**src/rtl/equality_comparator.sv**
```systemverilog
// Unsigned WIDTH-bit equality compare: combinational result plus registered, valid-qualified stream with match statistics.
// Define EQUALITY_COMPARATOR_MASK_EN to add a per-bit compare mask port.
module equality_comparator #(
  parameter int WIDTH = 5,
  parameter int CNT_W = 8
) (
  input  logic             clk,
  input  logic             rst_n,
  input  logic [WIDTH-1:0] a,
  input  logic [WIDTH-1:0] b,
`ifdef EQUALITY_COMPARATOR_MASK_EN
  input  logic [WIDTH-1:0] mask,
`endif
  input  logic             in_valid,
  input  logic             clr,
  output logic             equal,
  output logic             eq_valid,
  output logic             eq_q,
  output logic [CNT_W-1:0] match_cnt,
  output logic [CNT_W-1:0] cmp_cnt,
  output logic             mismatch_seen
);

  localparam logic [CNT_W-1:0] CNT_MAX = '1;

  logic [WIDTH-1:0] bit_eq;

  // Per-bit XNOR; a masked-off bit always reads as matching.
  generate
    for (genvar gi = 0; gi < WIDTH; gi++) begin : g_bit
`ifdef EQUALITY_COMPARATOR_MASK_EN
      assign bit_eq[gi] = ~(a[gi] ^ b[gi]) | ~mask[gi];
`else
      assign bit_eq[gi] = ~(a[gi] ^ b[gi]);
`endif
    end
  endgenerate

  assign equal = &bit_eq;

  logic             eq_valid_reg, eq_valid_next;
  logic             eq_q_reg, eq_q_next;
  logic [CNT_W-1:0] match_cnt_reg, match_cnt_next;
  logic [CNT_W-1:0] cmp_cnt_reg, cmp_cnt_next;
  logic             mismatch_seen_reg, mismatch_seen_next;

  always_comb begin
    eq_valid_next      = in_valid;
    eq_q_next          = in_valid ? equal : eq_q_reg;
    match_cnt_next     = match_cnt_reg;
    cmp_cnt_next       = cmp_cnt_reg;
    mismatch_seen_next = mismatch_seen_reg;
    // Clear takes priority, so a compare arriving with clr is not counted.
    if (clr) begin
      match_cnt_next     = '0;
      cmp_cnt_next       = '0;
      mismatch_seen_next = 1'b0;
    end else if (in_valid) begin
      if (cmp_cnt_reg != CNT_MAX) begin
        cmp_cnt_next = cmp_cnt_reg + 1'b1;
      end
      if (equal) begin
        if (match_cnt_reg != CNT_MAX) begin
          match_cnt_next = match_cnt_reg + 1'b1;
        end
      end else begin
        mismatch_seen_next = 1'b1;
      end
    end
  end

  always_ff @(posedge clk or negedge rst_n) begin
    if (!rst_n) begin
      eq_valid_reg      <= 1'b0;
      eq_q_reg          <= 1'b0;
      match_cnt_reg     <= '0;
      cmp_cnt_reg       <= '0;
      mismatch_seen_reg <= 1'b0;
    end else begin
      eq_valid_reg      <= eq_valid_next;
      eq_q_reg          <= eq_q_next;
      match_cnt_reg     <= match_cnt_next;
      cmp_cnt_reg       <= cmp_cnt_next;
      mismatch_seen_reg <= mismatch_seen_next;
    end
  end

  assign eq_valid      = eq_valid_reg;
  assign eq_q          = eq_q_reg;
  assign match_cnt     = match_cnt_reg;
  assign cmp_cnt       = cmp_cnt_reg;
  assign mismatch_seen = mismatch_seen_reg;

endmodule

```
**config.mk**
```make
export PLATFORM = sky130hd
export DESIGN_NAME = equality_comparator
export DESIGN_NICKNAME = d
export VERILOG_FILES = /design/src/rtl/equality_comparator.sv
export SDC_FILE = /design/constraint.sdc
export NUM_CORES = 1
export LEC_CHECK = 0
export CORE_UTILIZATION = 41
export DETAILED_ROUTE_END_ITERATION = 7
export HOLD_SLACK_MARGIN = 0.08
export PLACE_DENSITY = 0.73
export SLEW_MARGIN = 20
export SYNTH_ARGS = -nofsm -noshare
export SYNTH_HDL_FRONTEND = slang
export SYNTH_SLANG_ARGS = --single-unit
```
**constraint.sdc**
```tcl
create_clock -name clk -period 1.9 [get_ports clk]
set_clock_uncertainty 0.2 [all_clocks]
set_input_delay 0.38 -clock clk [delete_from_list [all_inputs] [get_ports clk]]
set_output_delay 0.38 -clock clk [all_outputs]
set_load 0.05 [all_outputs]
```
Word-level counts from Yosys, hierarchy flattened
Cells that the tools add are included.
- flip-flop bits (word level): 19
- input bits: 14
- output and inout bits: 20
- logic and storage cells: 38
- bitwise gates (word level): 10
- add/subtract/negate cells: 2
- equality and inequality tests: 3
- reductions and logical operators: 8
- mux-type cells: 10
- operators by type and width (cell ; number):
    2-to-1 mux 8 bit ; 7
    adder 8 x 1 -> 8 bit, second input constant ; 2
    inequality test 8 bit, second input constant ; 2
    nonzero test 2 bit ; 4
    inverter 1 bit ; 5
    AND reduction 5 bit ; 1
    bitwise XOR 1 bit ; 5
    AND reduction 2 bit ; 2
    2-to-1 mux 1 bit ; 3
    AND reduction 3 bit ; 1
    inequality test 2 bit, second input constant ; 1

Logic depth before layout (Yosys ltp)
Gate-level depths: netlist (run 1).
- word-level depth: 6
- mapped depth: 6
- mapped depth without buffers: 6

Least setup slack after synthesis (run 1)
OpenSTA, ideal clock, no wires.
- path kind: reg-to-reg
- from: reg match_cnt_reg[0] (netlist: match_cnt[0])
- to: reg match_cnt_reg[7] (netlist: match_cnt[7])
- arrival: 1.839 ns
- path slack: -0.265 ns
- cell stages (with the launch flop): 7
- buffers on the path: 0
- data required time: 1.575 ns
- cell sequence: dfrtp_1 > ha_1 > nand3_1 > o211ai_4 > nor3_2 > and3_4 > mux2_4
- longest elaborated chain between the ends: 5
- elaborated cells between the ends (all ways): 8
- ends and longest elaborated chain (what ; line ; text):
    from (decl) ; 43 ; logic [CNT_W-1:0] match_cnt_reg, match_cnt_next;
    from (signal assigned) ; 82 ; match_cnt_reg <= match_cnt_next;
    adder 8 x 1 -> 8 bit ; 64 ; match_cnt_next = match_cnt_reg + 1'b1;
    2-to-1 mux 8 bit ; 63 ; if (match_cnt_reg != CNT_MAX) begin
    2-to-1 mux 8 bit ; 62 ; if (equal) begin
    2-to-1 mux 8 bit ; 58 ; end else if (in_valid) begin
    2-to-1 mux 8 bit ; 54 ; if (clr) begin
Parallel ways exist; a longest one is shown, timed or not. The select of a mux whose other input is x is not followed.
A chain may end at the register's enable or synchronous reset.

Final worst setup path (run 1)
- from: in a[3]
- to: out equal
- longest elaborated chain between the ends: 3
- ends and longest elaborated chain (what ; line ; text):
    from (decl) ; 9 ; input logic [WIDTH-1:0] a,
    bitwise XOR 1 bit ; 34 ; assign bit_eq[gi] = ~(a[gi] ^ b[gi]);
    inverter 1 bit ; 34 ;
    AND reduction 5 bit ; 39 ; assign equal = &bit_eq;
    to (decl) ; 16 ; output logic equal,
Every way passes these cells.

==> impl_metrics.env, run 1 <==
export IMPL_status="finished clean"
export IMPL_hold_violations=0
export IMPL_dr_first_iter_drc_count=12
export IMPL_cap_violations=0
export IMPL_die_y_um=52.87
export IMPL_finalWirelength_um=2333
export IMPL_ir_drop_mv=0.5417
export IMPL_grtUsageTotal=0.1979
export IMPL_crit_buf_inv=2
export IMPL_placed_cell_area_um2=1592
export IMPL_drive_gt1_frac=0.3910
export IMPL_initial_utilization=0.4322
export IMPL_crit_required_ns=1.32
export IMPL_wl_per_cell_um=12.54
export IMPL_place_hpwl_um=1844
export IMPL_yosysTopAreaCell="dfrtp_1"
export IMPL_fp_dieW_um=52.87
export IMPL_synth_edf_count=0
export IMPL_tns_ns=0
export IMPL_critPathCaptureType="output pin"
export IMPL_design_area_um2=1639
export IMPL_syn_inst=101
export IMPL_antenna_found_initial=0
export IMPL_syn_avg_cell_area_um2=10.51
export IMPL_clockRootBuffer="clkbuf_4"
export IMPL_max_freq_mhz=539.6
export IMPL_path_class="in -> out"
export IMPL_fp_row_count=18
export IMPL_fin_crit_sh=0.9755
export IMPL_vias=939
export IMPL_path_clk_slew_ns=0.11
export IMPL_area_growth_syn_to_layout_pct=54.48
export IMPL_antenna_left=0
export IMPL_worstMarginPinSlew_ns=0.3978
export IMPL_cp_num_cells=5
export IMPL_coreArea_um2=2455
export IMPL_grt_pass1_wl_um=3939
export IMPL_grt_max_degree=20
export IMPL_reg2reg_slack_ns=0.10
export IMPL_min_period_ns=1.853
export IMPL_ys_async_sr_fraction=1.000
export IMPL_hold_class="in -> async"
export IMPL_gp_congestion=0.8229
export IMPL_htreeDepth=1
export IMPL_reg2reg_to="match_cnt[7]"
export IMPL_cts_tree="done"
export IMPL_crit_chain="dlygate4sd2_1 -> xnor2_2 -> nand4_4 -> nor2b_4 -> buf_12"
export IMPL_power_leakage_nw=0.7627
export IMPL_rr_worst_depth=6
export IMPL_ys_seq_elements=19
export IMPL_placed_cells=179
export IMPL_seq_area_frac_synth=0.4481
export IMPL_die_area_um2=2795
export IMPL_cp_slowest_cell="dlygate4sd2_1"
export IMPL_drv_slew=0
export IMPL_synthFlopType="dfrtp_1"
export IMPL_cp_start_kind="input port"
export IMPL_synth_cell_types=33
export IMPL_fin_hold_ws_ns=0.2007
export IMPL_synth_commonest_cells="dfrtp_1 (19), nor2_1 (18), xnor2_1 (9)"
export IMPL_crit_start="a[3]"
export IMPL_cpPeakStageDelay_ns=0.26
export IMPL_syn_nets=117
export IMPL_cpLargestDelayFamily="buffers and inverters"
export IMPL_grt_pass1_vias=935
export IMPL_slew_headroom=0.7323
export IMPL_clk_latency_ns=0.30
export IMPL_setup_viol=0
export IMPL_p_per_area_nw_per_um2=484.1
export IMPL_postLayoutCoreUtil=0.6677
export IMPL_cts_sinks=19
export IMPL_antennaDiodeCount=0
export IMPL_arrival_ns=1.27
export IMPL_fin_cells=186
export IMPL_cts_buffers_inserted=3
export IMPL_grt_ovfl_total=0
export IMPL_syn_cell_area_um2=1061
export IMPL_crit_fanout=2
export IMPL_port_buffers=33
export IMPL_finalNetCount=173
export IMPL_viasPerCell=5.048
export IMPL_synth_area_top_cells="dfrtp_1 (45%), xnor2_1 (7.4%), nor2_1 (6.4%), xnor2_2 (6.1%), nand3_1 (2.8%)"
export IMPL_io_pins=34
export IMPL_rsz0062_at_grt="false"
export IMPL_regToRegStartpoint="match_cnt[0]"
export IMPL_cts_hold_buffers=0
export IMPL_drc=0
export IMPL_yosys_warnings=0
export IMPL_fillers=200
export IMPL_cts_buffer_depth=2
export IMPL_yosysTopAreaCellShare=0.4481
export IMPL_yosysMostFrequentCell="dfrtp_1"
export IMPL_drt_pass1_iter_count=5
-- what timing repair did --
item                                    CTS  global route
endpoints found under the setup margin    2             2
resized for setup                        11             1
pin swaps                                 6             2
buffers inserted                          3             0
-- cells by family (layout without fill, tap and decap cells) --
family / count (synthesis) / after routing / synth area share
xor gates and xnor gates: 14 / 14 / 0.1439
buffers and inverters: 5 / 60 / 0.01768
muxes: 3 / 3 / 0.03419
adders and majority gates: 2 / 2 / 0.02358
AOI/OAI and AO/OA: 10 / 10 / 0.07665
and+or+nand+nor: 48 / 48 / 0.2559
DFF: 19 / 19 / 0.4481
-- final cells by class --
cell class                      instances  area, µm²  area share
Sequential cell                        19      478.0      0.2916
Clock inverter                          1      5.005    0.003053
Timing Repair Buffer                   53      505.5      0.3084
Tap cell                               30      37.54     0.02290
Multi-Input combinational cell         77      579.3      0.3534
Clock buffer                            3      22.52     0.01374
Inverter                                3      11.26    0.006870
-- cells in the final DEF, fill, tap and decap left out, types with 2 or more instances in the layout --
cell and instances:
dfrtp_1 17, dlygate4sd2_1 10, nor4_1 2, ha_1 2
nor2b_1 2, xnor2_1 9, nor2_1 18, a21oi_1 4
clkdlybuf4s50_1 3, nor3_1 6, dfrtp_2 2, nand2_1 3
nand3_1 5, clkbuf_4 3, buf_4 33, and4_1 2
buf_12 7, inv_1 3, xnor2_2 4
-- where the power goes --
group / switching, W / total (W) / internal (W)
Combinational: 0.0000893 / 0.000166 / 0.0000764
Clock: 0.000130 / 0.000209 / 0.0000784
Sequential: 0.00000678 / 0.000419 / 0.000412
Total: 0.000226 / 0.000793 / 0.000567
-- routing by layer --
layer | vias up | wire length (µm) | GRT usage
met5 | - | 0 | 0
met2 | 30 | 1229 | 0.3797
met4 | 0 | 0 | 0.03947
met3 | 0 | 107 | 0.05172
li1 | 461 | - | -
met1 | 448 | 996 | 0.2145
-- how the worst max path moves through the flow --
stage | to | slack [ns]
floorplan | match_cnt[7] | -0.15
global placement | match_cnt[7] | -0.27
detailed placement | match_cnt[7] | -0.34
CTS | equal | 0.04
global route | equal | 0.0006
finish | equal | 0.05
-- through the flow --
step,setup WS (ns),power (W)
finish,0.04664,0.0007934
global placement,-0.2723,0.0005918
detailed placement,-0.3368,0.0005946
floorplan,-0.1499,0.0005115
CTS,0.04154,0.0008002
global route,0.0006383,0.0008329
Note: power is estimated with default switching activity, not from simulation.
==> inputs of run 2 (changes only) <==
- CTS_CLUSTER_SIZE: unset -> 28
- GPL_ROUTABILITY_DRIVEN: unset -> 0
- RECOVER_POWER: unset -> 100
==> impl_metrics.env, run 2 (synthesis gave the netlist of run 1 again) <==
export IMPL_antenna_found_initial=0
export IMPL_setup_viol=0
export IMPL_drive_gt1_frac=0.3333
export IMPL_initial_utilization=0.4322
export IMPL_status="finished clean"
export IMPL_cts_buffer_depth=2
export IMPL_crit_buf_inv=2
export IMPL_power_w=0.0007838
export IMPL_die_y_um=52.87
export IMPL_grt_busiest_layer="met2"
export IMPL_place_hpwl_um=1844
export IMPL_crit_chain="dlygate4sd2_1 -> xnor2_2 -> nand4_4 -> nor2b_4 -> buf_12"
export IMPL_vias=922
export IMPL_cp_start_kind="input port"
export IMPL_cts_sinks=19
export IMPL_max_freq_mhz=539.6
export IMPL_placed_cell_area_um2=1592
export IMPL_dr_first_iter_drc_count=9
export IMPL_final_common_cell="nor2_1"
export IMPL_finalNetCount=173
export IMPL_crit_fanout=2
export IMPL_fillers=223
export IMPL_hold_violations=0
export IMPL_power_leakage_nw=0.7186
export IMPL_grt_pass1_vias=935
export IMPL_antenna_left=0
export IMPL_hold_class="reg -> reg"
export IMPL_rsz0062_at_grt="false"
export IMPL_path_class="in -> out"
export IMPL_met2_usage=0.3797
export IMPL_fin_crit_sh=0.9755
export IMPL_fin_hold_ws_ns=0.3284
export IMPL_cap_violations=0
export IMPL_cts_hold_buffers=0
export IMPL_viasPerCell=4.957
export IMPL_die_area_um2=2795
export IMPL_cp_slowest_cell="dlygate4sd2_1"
export IMPL_cts_buffers_inserted=3
export IMPL_arrival_ns=1.27
export IMPL_drt_pass1_iter_count=4
export IMPL_clockRootBuffer="clkbuf_4"
export IMPL_grt_pass1_wl_um=3939
export IMPL_drv_slew=0
export IMPL_grt_max_degree=20
export IMPL_worstMarginPinSlew_ns=1.010
export IMPL_grtUsageTotal=0.1979
export IMPL_finalWirelength_um=2327
export IMPL_cts_tree="done"
export IMPL_grtUsageMet1=0.2145
export IMPL_design_area_um2=1559
export IMPL_drc=0
export IMPL_port_buffers=33
export IMPL_fp_dieW_um=52.87
export IMPL_mostFrequentLayoutCells="nor2_1 (18), dfrtp_1 (17), clkbuf_2 (13)"
export IMPL_io_pins=34
export IMPL_cpPeakStageDelay_ns=0.26
export IMPL_slew_headroom=0.3266
export IMPL_critPathCaptureType="output pin"
export IMPL_area_growth_syn_to_layout_pct=46.93
export IMPL_p_per_area_nw_per_um2=502.8
export IMPL_cpLargestDelayFamily="buffers and inverters"
export IMPL_min_period_ns=1.853
export IMPL_fp_row_count=18
export IMPL_clk_latency_ns=0.30
export IMPL_htreeDepth=1
export IMPL_antennaDiodeCount=0
export IMPL_ir_drop_mv=0.5392
export IMPL_wl_per_cell_um=12.51
export IMPL_coreArea_um2=2455
export IMPL_crit_required_ns=1.32
export IMPL_path_clk_slew_ns=0.11
export IMPL_grt_ovfl_total=0
export IMPL_grtUsageMet3=0.05172
run 2: path summary, 6_finish.rpt:
path	end	slack, ns	from	cells past startpoint
setup / recovery	equal	0.05	a[3]	5
max in group asynchronous	match_cnt[0]	0.27	rst_n	2
hold / removal	eq_q	0.33	eq_q	1
setup reg to reg	match_cnt[7]	0.10	match_cnt[0]	6
hold reg to reg	eq_q	0.33	eq_q	1
min in group asynchronous	cmp_cnt[0]	0.55	rst_n	2
run 2: report_power, final:
part / internal [W] / switching (W) / leakage [nW]
logic: 0.0000677 / 0.0000889 / 0.444
clock network: 0.0000784 / 0.000130 / 0.0177
registers: 0.000412 / 0.00000668 / 0.257
run 2: layout make-up:
class                   count  area [µm²]  share of cell area
multi-input cells          77       574.3              0.3684
clock inverters             1       5.005            0.003210
well taps                  30       37.54             0.02408
clock buffers               3       22.52             0.01445
flip-flops and latches     19       478.0              0.3066
repair buffers             53       430.4              0.2761
inverters                   3       11.26            0.007223
run 2: repair_timing:
item / CTS / global route
resized for setup: 11 / 1
setup endpoints to repair: 2 / 2
endpoints found under the hold margin: 0 / 0
gates cloned: 0 / 0
setup buffers: 3 / 0
pin swaps: 6 / 2
run 2: per-layer routing:
layer  part of all wire  routed length, µm
met3              0.050                116
met5                  0                  0
met1               0.43                992
met4                  0                  0
met2               0.52               1218
run 2: worst register-to-register path, cell delays in order, from the launching register on:
cell      delay [ns]
dfrtp_2         0.42
ha_1            0.24
nand3_2         0.09
o211ai_4        0.09
nor3_2          0.16
and3_1          0.20
mux2_4          0.30
run 2: through the flow:
| step | setup WS, ns | utilization | std cells | setup TNS (ns) |
|---|---|---|---|---|
| global route | 0.0006383 | 0.6351 | 186 | 0 |
| global placement | -0.2723 | 0.6483 | 179 | -2.245 |
| finish | 0.04664 | 0.6351 | 186 | 0 |
| detailed placement | -0.3368 | 0.6483 | 179 | -2.707 |
| floorplan | -0.1499 | - | 101 | -0.1499 |
| CTS | 0.04154 | 0.6656 | 186 | 0 |
==> inputs of run 3 (changes only) <==
- RECOVER_POWER: 100 -> 50
==> impl_metrics.env, run 3 (synthesis gave the netlist of run 1 again) <==
export IMPL_antenna_found_initial=0
export IMPL_clockRootBuffer="clkbuf_4"
export IMPL_min_path_cells=1
export IMPL_cap_violations=0
export IMPL_viasPerCell=5.043
export IMPL_postLayoutCoreUtil=0.6606
export IMPL_p_per_area_nw_per_um2=485.8
export IMPL_power_w=0.0007878
export IMPL_status="finished clean"
export IMPL_final_common_cell="buf_4"
export IMPL_antennaDiodeCount=0
export IMPL_mostFrequentLayoutCells="buf_4 (26), nor2_1 (18), dfrtp_1 (17)"
export IMPL_die_y_um=52.87
export IMPL_grtUsageTotal=0.1979
export IMPL_initial_utilization=0.4322
export IMPL_cts_sinks=19
export IMPL_port_buffers=33
export IMPL_critPathCaptureType="output pin"
export IMPL_drive_gt1_frac=0.3782
export IMPL_finalNetCount=173
export IMPL_grt_ovfl_total=0
export IMPL_crit_fanout=2
export IMPL_htreeDepth=1
export IMPL_arrival_ns=1.27
export IMPL_hold_class="reg -> reg"
export IMPL_grt_pass1_vias=935
export IMPL_fillers=203
export IMPL_finalWirelength_um=2331
export IMPL_place_hpwl_um=1844
export IMPL_fp_dieW_um=52.87
export IMPL_cp_start_kind="input port"
export IMPL_path_clk_slew_ns=0.11
export IMPL_grt_max_degree=20
export IMPL_crit_required_ns=1.32
export IMPL_wl_per_cell_um=12.53
export IMPL_drt_pass1_iter_count=5
export IMPL_io_pins=34
export IMPL_antenna_left=0
export IMPL_drv_slew=0
export IMPL_area_growth_syn_to_layout_pct=52.83
export IMPL_cts_buffer_depth=2
export IMPL_hold_violations=0
export IMPL_slew_headroom=0.3241
export IMPL_power_leakage_nw=0.7527
export IMPL_ir_drop_mv=0.5417
export IMPL_rr_worst_depth=6
export IMPL_coreArea_um2=2455
export IMPL_min_period_ns=1.853
export IMPL_dr_first_iter_drc_count=11
export IMPL_cts_tree="done"
export IMPL_fin_crit_sh=0.9755
export IMPL_worstMarginPinSlew_ns=1.014
export IMPL_vias=938
export IMPL_drc=0
export IMPL_setup_viol=0
export IMPL_die_area_um2=2795
export IMPL_rsz0062_at_grt="false"
export IMPL_max_freq_mhz=539.6
export IMPL_grt_pass1_wl_um=3939
export IMPL_fp_row_count=18
export IMPL_cts_buffers_inserted=3
export IMPL_clk_latency_ns=0.30
export IMPL_path_class="in -> out"
==> run 3: stage by stage <==
stage                     hold WS, ns  setup WS [ns]  cells  TNS [ns]  cell area (µm²)
after floorplan               -0.1156        -0.1499    101   -0.1499             1066
after global placement         0.2966        -0.2723    179    -2.245             1592
after detailed placement       0.3087        -0.3368    179    -2.707             1592
after CTS                      0.2067        0.04154    186         0             1634
after global routing           0.3639      0.0006383    186         0             1622
final                          0.3282        0.04664    186         0             1622
==> run 3: worst paths after layout <==
path / from / endpoint / slack [ns]
setup / recovery: a[3] / equal / 0.05
hold / removal: eq_q / eq_q / 0.33
setup reg to reg: match_cnt[0] / match_cnt[7] / 0.10
hold reg to reg: eq_q / eq_q / 0.33
max in group asynchronous: rst_n / match_cnt[0] / 0.27
min in group asynchronous: rst_n / cmp_cnt[0] / 0.56
==> run 3: power breakdown <==
| part | total (W) | internal (W) | switching, W |
|---|---|---|---|
| sequential | 0.000419 | 0.000412 | 0.00000676 |
| combinational | 0.000160 | 0.0000709 | 0.0000891 |
| clock | 0.000209 | 0.0000784 | 0.000130 |
| total | 0.000788 | 0.000562 | 0.000226 |
==> run 3: area by class of cell <==
class                           count  area, µm²  share of cell area
Clock buffer                        3      22.52             0.01389
Multi-Input combinational cell     77      579.3              0.3573
Tap cell                           30      37.54             0.02315
Clock inverter                      1      5.005            0.003086
Inverter                            3      11.26            0.006944
Sequential cell                    19      478.0              0.2948
Timing Repair Buffer               53      488.0              0.3009
==> run 3: what timing repair did <==
action	CTS	global route
buffers inserted	3	0
resized for setup	11	1
endpoints found under the setup margin	2	2
hold buffers	0	0
pin swaps	6	2
endpoints found under the hold margin	0	0
==> run 3: layer usage <==
layer | share of wire | routed length, µm | up-vias | GRT usage
li1 | - | - | 460 | -
met1 | 0.42 | 988 | 448 | 0.2145
met3 | 0.048 | 113 | 0 | 0.05172
met5 | 0 | 0 | - | 0
met2 | 0.53 | 1230 | 30 | 0.3797
met4 | 0 | 0 | 0 | 0.03947
==> run 3: critical path, cell delays in order <==
cell and delay [ns]:
dlygate4sd2_1 0.26, xnor2_2 0.20, nand4_4 0.14, nor2b_4 0.16, buf_12 0.14
